File: src/rtl/ntt_result_drain.sv
// rtl/ntt_result_drain.sv - collects NTT row results by index, then drains them in ascending order
module ntt_result_drain #(
    parameter int N  = 64,
    parameter int DW = 64,
    parameter int IW = 6
) (
    input  logic          clk,
    input  logic          rst,
    input  logic          in_valid,
    input  logic [IW-1:0] in_index,
    input  logic [DW-1:0] in_data,
    output logic          in_ready,
    output logic          out_valid,
    input  logic          out_ready,
    output logic [DW-1:0] out_data,
    output logic [IW-1:0] out_index,
    output logic          out_last,
    output logic          done,
    output logic          busy,
    output logic          dup_err,
    output logic          idx_err
);

    typedef enum logic {
        S_COLLECT,
        S_DRAIN
    } state_t;

    localparam int            N_M1   = N - 1;
    localparam logic [IW:0]   N_C    = N[IW:0];
    localparam logic [IW-1:0] LAST_C = N_M1[IW-1:0];

    state_t          state_q, state_d;
    logic [IW:0]     fill_count_q, fill_count_d;
    logic [N-1:0]    filled_q, filled_d;
    logic [IW-1:0]   rd_ptr_q, rd_ptr_d;
    logic            done_q, done_d;
    logic            dup_err_q, dup_err_d;
    logic            idx_err_q, idx_err_d;
    logic            wr_en;
    logic [DW-1:0]   mem_q [N];

    always_comb begin
        state_d      = state_q;
        fill_count_d = fill_count_q;
        filled_d     = filled_q;
        rd_ptr_d     = rd_ptr_q;
        done_d       = 1'b0;
        dup_err_d    = dup_err_q;
        idx_err_d    = idx_err_q;
        wr_en        = 1'b0;
        case (state_q)
            S_COLLECT: begin
                if (in_valid) begin
                    if ({1'b0, in_index} >= N_C) begin
                        idx_err_d = 1'b1;
                    end else if (filled_q[in_index]) begin
                        // Rewrites keep the newest value but never count twice toward completion
                        wr_en     = 1'b1;
                        dup_err_d = 1'b1;
                    end else begin
                        wr_en              = 1'b1;
                        filled_d[in_index] = 1'b1;
                        fill_count_d       = fill_count_q + 1'b1;
                        if (fill_count_q + 1'b1 == N_C) begin
                            state_d = S_DRAIN;
                        end
                    end
                end
            end
            S_DRAIN: begin
                if (out_ready) begin
                    if (rd_ptr_q == LAST_C) begin
                        state_d      = S_COLLECT;
                        rd_ptr_d     = '0;
                        fill_count_d = '0;
                        filled_d     = '0;
                        done_d       = 1'b1;
                    end else begin
                        rd_ptr_d = rd_ptr_q + 1'b1;
                    end
                end
            end
            default: state_d = S_COLLECT;
        endcase
    end

    always_ff @(posedge clk) begin
        if (!rst) begin
            state_q      <= S_COLLECT;
            fill_count_q <= '0;
            filled_q     <= '0;
            rd_ptr_q     <= '0;
            done_q       <= 1'b0;
            dup_err_q    <= 1'b0;
            idx_err_q    <= 1'b0;
        end else begin
            state_q      <= state_d;
            fill_count_q <= fill_count_d;
            filled_q     <= filled_d;
            rd_ptr_q     <= rd_ptr_d;
            done_q       <= done_d;
            dup_err_q    <= dup_err_d;
            idx_err_q    <= idx_err_d;
        end
    end

    // Result buffer survives reset; only the fill bookkeeping is cleared
    always_ff @(posedge clk) begin
        if (rst && wr_en) begin
            mem_q[in_index] <= in_data;
        end
    end

    assign in_ready  = (state_q == S_COLLECT);
    assign out_valid = (state_q == S_DRAIN);
    assign busy      = (state_q == S_DRAIN);
    assign out_data  = out_valid ? mem_q[rd_ptr_q] : '0;
    assign out_index = out_valid ? rd_ptr_q : '0;
    assign out_last  = out_valid && (rd_ptr_q == LAST_C);
    assign done      = done_q;
    assign dup_err   = dup_err_q;
    assign idx_err   = idx_err_q;

endmodule

File: config.mk
export PLATFORM = sky130hd
export DESIGN_NAME = ntt_result_drain
export DESIGN_NICKNAME = d
export VERILOG_FILES = /design/src/rtl/ntt_result_drain.sv
export SDC_FILE = /design/constraint.sdc
export NUM_CORES = 2
export LEC_CHECK = 0
export CAP_MARGIN = 20
export CELL_PAD_IN_SITES_DETAIL_PLACEMENT = 1
export CELL_PAD_IN_SITES_GLOBAL_PLACEMENT = 1
export CORE_ASPECT_RATIO = 0.6
export CORE_MARGIN = 4
export CORE_UTILIZATION = 50
export DETAILED_ROUTE_END_ITERATION = 6
export PLACE_DENSITY = 0.81
export SYNTH_ARGS = -nofsm -noshare
export SYNTH_HDL_FRONTEND = slang
export SYNTH_SLANG_ARGS = --single-unit
File: constraint.sdc
create_clock -name clk -period 13.69 [get_ports clk]
set_clock_uncertainty 0.1 [all_clocks]
set_input_delay 2.738 -clock clk [delete_from_list [all_inputs] [get_ports clk]]
set_output_delay 2.738 -clock clk [all_outputs]
set_load 0.005 [all_outputs]
-- After elaboration in Yosys (flattened, before gate mapping)
Memories as Yosys holds them, arrays and structs flattened. A register that Yosys moved wholly into a read port is not among the register bits.
Index checks and enable logic that the tools add are counted.
- bits in writable memories: 4096
- memories: 1
- output and inout port bits: 77
- bits in registers: 80
- add/subtract/negate cells: 2
- reductions and logical operators: 7
- order comparisons: 2
- bitwise logic cells: 2
- eq/ne operators: 6
- mux-type cells: 30
- memories (name ; words ; bits a word ; rd ports ; clocked after memory_dff ; write ports ; line ; text):
    mem_q ; 64 ; 64 ; 1 ; 1 ; 1 ; 41 ; logic [DW-1:0] mem_q [N];
- operators by type and width (cell ; count):
    64-bit 2-to-1 mux ; 5
    64-bit case mux with 2 select lines ; 1
    64-bit OR ; 1
    7-bit 2-to-1 mux ; 4
    6-bit 2-to-1 mux ; 4
    7-bit case mux with 2 select lines ; 1
    1-bit 2-to-1 mux ; 12
    7-bit by 1-bit adder with 7-bit output, second input constant ; 1
    7-bit equality test, second input constant ; 1
    6-bit by 7-bit < comparator with 1-bit output, second input constant ; 1
    6-bit by 1-bit adder with 6-bit output, second input constant ; 1
    1-bit binary-select mux with 6-bit select ; 1
    1-bit demux with 6-bit select ; 1
    6-bit equality test, second input constant ; 1
    6-bit by 1-bit >= comparator with 1-bit output, second input constant ; 1
    2-bit inequality test, second input constant ; 3
    3-bit AND reduction ; 2
    4-bit AND reduction ; 1
    1-bit logical AND ; 3
    2-bit by 1-bit inequality test with 1-bit output, second input constant ; 1
    1-bit case mux with 2 select lines ; 1
    2-bit AND reduction ; 1
    1-bit NOT ; 1

-- Depth between registers and ports, before layout
- depth after elaboration: 8
- gate-level depth with buffers: 10

-- Worst setup path after synthesis
OpenSTA, ideal clock, no wires.
- kind: input to register
- start: input in_index[0]
- end: memory mem_q[57][0] (enable)
- buffers on the path: 4
- setup slack: 6.178 ns
- data required time: 13.103 ns
- stages on the path: 8
- arrival: 6.926 ns
- cells stage by stage: buf_6 -> buf_2 -> clkbuf_1 -> or3b_2 -> clkbuf_1 -> inv_1 -> nand2_1 -> nor2_1
- RTL lines (what ; line ; text):
    start: declaration ; 10 ; input logic [IW-1:0] in_index,
    end: declaration ; 41 ;
Straight into the memory's write port.

==> impl_summary.log <==
[metrics] outcome: complete, but fails checks
[metrics] violations in the final reports: DRC
[metrics] clock tree from TritonCTS: built
[metrics] Post-Place Cells: 10,500
[metrics] synth unique cells: 50
[metrics] number of enable-type register cells in the synthesized netlist: 4,096
[metrics] DR WL/cell: 44.5 um
[metrics] RSZ-0062 raised after global routing: no
[metrics] Post-Syn Nets: ~6,400
[metrics] post-cts resize count: 0
[metrics] share of the clock period used by the worst path after layout: about 66%
[metrics] Clock transition at path regs: around 0.070 ns
[metrics] Hold Worst Slack: 0.357 ns
[metrics] DR pass1 iterations: 7
[metrics] peak clock frequency supported by timing: 110 MHz
[metrics] Post-CTS Hold Fix Bufs: 0
[metrics] mean number of vias per cell: 7.08
[metrics] primary flip-flop cell chosen by synthesis mapping: sky130_fd_sc_hd__edfxtp_1
[metrics] number of violations of the max-capacitance limit: 0
[metrics] post-detailed-routing wire length: between 400,000 and 500,000 um
[metrics] via count of the routed design: 79,300
[metrics] classification of the worst-slack hold path: reg2reg
[metrics] Slew @ Worst Pin: 1.24 ns
[metrics] share of flip-flops with an asynchronous set or reset: 0%
[metrics] Max Slew Vio Count: 0
[metrics] critical path fanouts, max: around 110
[metrics] aggregate global-route resource usage: 30.5%
[metrics] maximum vdd ir drop: 0.000125 V
[metrics] pwr dens: 139 nW/um2
[metrics] number of buffers inserted by post-CTS setup repair: 0
[metrics] Synthesis Warnings: 0
[metrics] largest net degree at the start of global routing: approximately 160
[metrics] number of cells in the finished layout apart from fillers: 11,200
[metrics] register bit total from synthesis: 4,182
[metrics] H-Tree Level Count: 5
[metrics] final weighted congestion in routability-driven placement: 0.779
[metrics] wire length of the first global-routing pass: roughly 690,000 um
[metrics] final hold viol count: 0
[metrics] vias in the first global route: 80,600
[metrics] net total in the final layout: 6,782
[metrics] Syn Inst Count: 6,298
[metrics] area of the core: 315,000 um2
[metrics] Final setup viols: 0
[metrics] DRC violation total after the first TritonRoute iteration: 15,800
[metrics] leakage power: 0.0526 uW
[metrics] num ports: 151
[metrics] fraction of final layout cells sized beyond drive strength 1: 32.0%
[metrics] area growth from synthesis to layout: 12.3%
[metrics] final global-route overflow total: 0
[metrics] Die Footprint: 327,000 um2
[metrics] number of I/O port buffers: 149
[metrics] standard-cell row count: 159
[metrics] CP Launch Type: flip-flop
[metrics] summed negative setup slack over all endpoints: 0 ns
[metrics] post-detail-place hpwl: 236,000 um
[metrics] die boundary height: 444 um
[metrics] TritonCTS buffer count: 360
[metrics] post-detailed-route DRC marker count: 1
[metrics] worst endpoint required time: 10.85 ns
[metrics] capturing element type of the critical path: output pin
[metrics] Sink Count: 4,182
[metrics] Chip Width: 735 um
[metrics] Detail Route Antenna Nets: 0
[metrics] cell at the root of the clock tree: sky130_fd_sc_hd__clkbuf_16
[metrics] netlist area before placement: ~160,000 um2
[metrics] Avg Cell Area, Syn: 25.2 um2
[metrics] buffer levels on the longest clock path: 4
[metrics] latest clock arrival within the worst-skew pair: 0.94 ns
[metrics] final core utilization: a little under three fifths
[metrics] start-to-end type of the worst setup path: reg2out
[metrics] sequential fraction of the synthesis area: 78.6%
[metrics] data arrival at the endpoint of the critical path: 6.23 ns
[metrics] initial cell density of the core: ~50%
[metrics] min cycle time layout: 9.06 ns
[metrics] initial antenna violation count: 39
[metrics] worst slew slack as a fraction of its limit: between 10% and 20%
==> kinds of logic after synthesis <==
kind of cell	synth area share (%)
AND/OR/NAND/NOR	0.932
other	0.00236
flip-flops	78.6
adder cells (fa/ha/maj)	0.0236
buffers and inverters	0.832
XOR/XNOR	0.0331
multiplexers	19.3
AO/OA/AOI/OAI	0.322
==> routing by layer <==
layer	GRT usage (%)	wire, um
met1	42.7	168000
met2	46.4	230000
met3	8.73	77800
met4	11.3	21700
met5	0	158
==> cells in the mapped netlist (2+ instances only) <==
| master | n | area, um2 |
|---|---|---|
| sky130_fd_sc_hd__or3b_2 | 3 | 26.3 |
| sky130_fd_sc_hd__nor3b_1 | 2 | 15.0 |
| sky130_fd_sc_hd__a31oi_1 | 2 | 12.5 |
| sky130_fd_sc_hd__a21oi_1 | 8 | 40.0 |
| sky130_fd_sc_hd__nand2b_1 | 3 | 18.8 |
| sky130_fd_sc_hd__nor2b_1 | 3 | 18.8 |
| sky130_fd_sc_hd__clkbuf_1 | 255 | 957 |
| sky130_fd_sc_hd__buf_2 | 3 | 15.0 |
| sky130_fd_sc_hd__and2_1 | 73 | 457 |
| sky130_fd_sc_hd__nand3_1 | 13 | 65.1 |
| sky130_fd_sc_hd__nor2_1 | 77 | 289 |
| sky130_fd_sc_hd__mux2i_1 | 5 | 50.1 |
| sky130_fd_sc_hd__a41o_1 | 2 | 20.0 |
| sky130_fd_sc_hd__nor3_1 | 6 | 30.0 |
| sky130_fd_sc_hd__and3_1 | 3 | 18.8 |
| sky130_fd_sc_hd__ha_1 | 3 | 37.5 |
| sky130_fd_sc_hd__edfxtp_1 | 4096 | 123000 |
| sky130_fd_sc_hd__a22oi_1 | 2 | 15.0 |
| sky130_fd_sc_hd__xnor2_1 | 2 | 17.5 |
| sky130_fd_sc_hd__nand4_1 | 4 | 25.0 |
| sky130_fd_sc_hd__inv_1 | 7 | 26.3 |
| sky130_fd_sc_hd__nor4_1 | 3 | 18.8 |
| sky130_fd_sc_hd__o21ai_0 | 68 | 340 |
| sky130_fd_sc_hd__buf_4 | 2 | 15.0 |
| sky130_fd_sc_hd__nand3b_1 | 8 | 60.1 |
| sky130_fd_sc_hd__or2_2 | 2 | 12.5 |
| sky130_fd_sc_hd__xor2_1 | 4 | 35.0 |
| sky130_fd_sc_hd__nand2_1 | 95 | 357 |
| sky130_fd_sc_hd__dfxtp_1 | 86 | 1720 |
| sky130_fd_sc_hd__or3_1 | 3 | 18.8 |
| sky130_fd_sc_hd__o22ai_1 | 2 | 12.5 |
| sky130_fd_sc_hd__buf_1 | 78 | 293 |
| sky130_fd_sc_hd__mux4_2 | 1358 | 30600 |
==> stage by stage <==
step	worst slack (ns)	total power, uW	area (um2)
CTS	4.58	24800	178000
global route	4.32	25500	178000
floorplan	6.18	14400	159000
finish	4.63	24800	178000
global placement	5.70	14600	166000
detailed placement	5.62	14600	166000
==> sequential cells by signal, summed over array words and instances (netlist names), named ones only <==
| name | count |
|---|---|
| busy | 1 |
| done | 1 |
| dup_err | 1 |
| fill_count_q | 7 |
| filled_q | 64 |
| mem_q | 4096 |
| rd_ptr_q | 6 |
==> path summary, 6_finish.rpt <==
path,start,to,slack [ns],cells after the start
hold / removal,filled_q[9],filled_q[9],0.36,2
setup / recovery,flip-flop,out_data[23],4.63,7
setup reg to reg,busy,mem_q[1][54],8.13,7
hold reg to reg,filled_q[9],filled_q[9],0.36,2
==> cells in the final DEF, fill, tap and decap left out, types with 4 or more instances in the layout <==
cell type / n
sky130_fd_sc_hd__nand4_1: 4
sky130_fd_sc_hd__buf_2: 59
sky130_fd_sc_hd__clkinv_2: 70
sky130_fd_sc_hd__mux4_2: 1358
sky130_fd_sc_hd__nor3_1: 6
sky130_fd_sc_hd__clkbuf_16: 366
sky130_fd_sc_hd__clkinvlp_4: 11
sky130_fd_sc_hd__mux2i_1: 5
sky130_fd_sc_hd__nand3_1: 13
sky130_fd_sc_hd__clkdlybuf4s50_1: 90
sky130_fd_sc_hd__a21oi_1: 7
sky130_fd_sc_hd__clkinv_8: 4
sky130_fd_sc_hd__inv_6: 8
sky130_fd_sc_hd__dfxtp_4: 7
sky130_fd_sc_hd__nor2_1: 13
sky130_fd_sc_hd__nand3b_1: 8
sky130_fd_sc_hd__o21ai_0: 68
sky130_fd_sc_hd__bufinv_16: 33
sky130_fd_sc_hd__buf_12: 45
sky130_fd_sc_hd__and2_1: 73
sky130_fd_sc_hd__clkbuf_1: 69
sky130_fd_sc_hd__nor2_4: 64
sky130_fd_sc_hd__buf_4: 186
sky130_fd_sc_hd__inv_1: 7
sky130_fd_sc_hd__edfxtp_1: 4096
sky130_fd_sc_hd__nand2_1: 95
sky130_fd_sc_hd__dfxtp_1: 79
sky130_fd_sc_hd__clkinv_4: 8
sky130_fd_sc_hd__diode_2: 11
sky130_fd_sc_hd__clkinv_1: 75
sky130_fd_sc_hd__xor2_1: 4
==> layout make-up <==
type / count / area, um2
clock inverters: 212 / 2020
fillers: 25700 / 136000
multi-input cells: 1769 / 33200
clock buffers: 438 / 9460
well taps: 4186 / 5240
diodes: 11 / 27.5
repair buffers: 384 / 3590
flip-flops and latches: 4182 / 125000
inverters: 8 / 30.0
==> power breakdown <==
group	switching, uW	internal (uW)	total, uW
Combinational	249	46.2	295
Sequential	10.2	14100	14100
Clock	4870	5580	10400
==> critical path, cell delays in order (launching register included) <==
cell	delay [ns]
sky130_fd_sc_hd__dfxtp_4	1.03
sky130_fd_sc_hd__buf_12	0.68
sky130_fd_sc_hd__buf_12	0.61
sky130_fd_sc_hd__mux4_2	0.65
sky130_fd_sc_hd__mux4_2	0.54
sky130_fd_sc_hd__mux4_2	0.50
sky130_fd_sc_hd__and2_1	0.37
sky130_fd_sc_hd__clkdlybuf4s50_1	0.54
(Power assumes the default switching activity.)
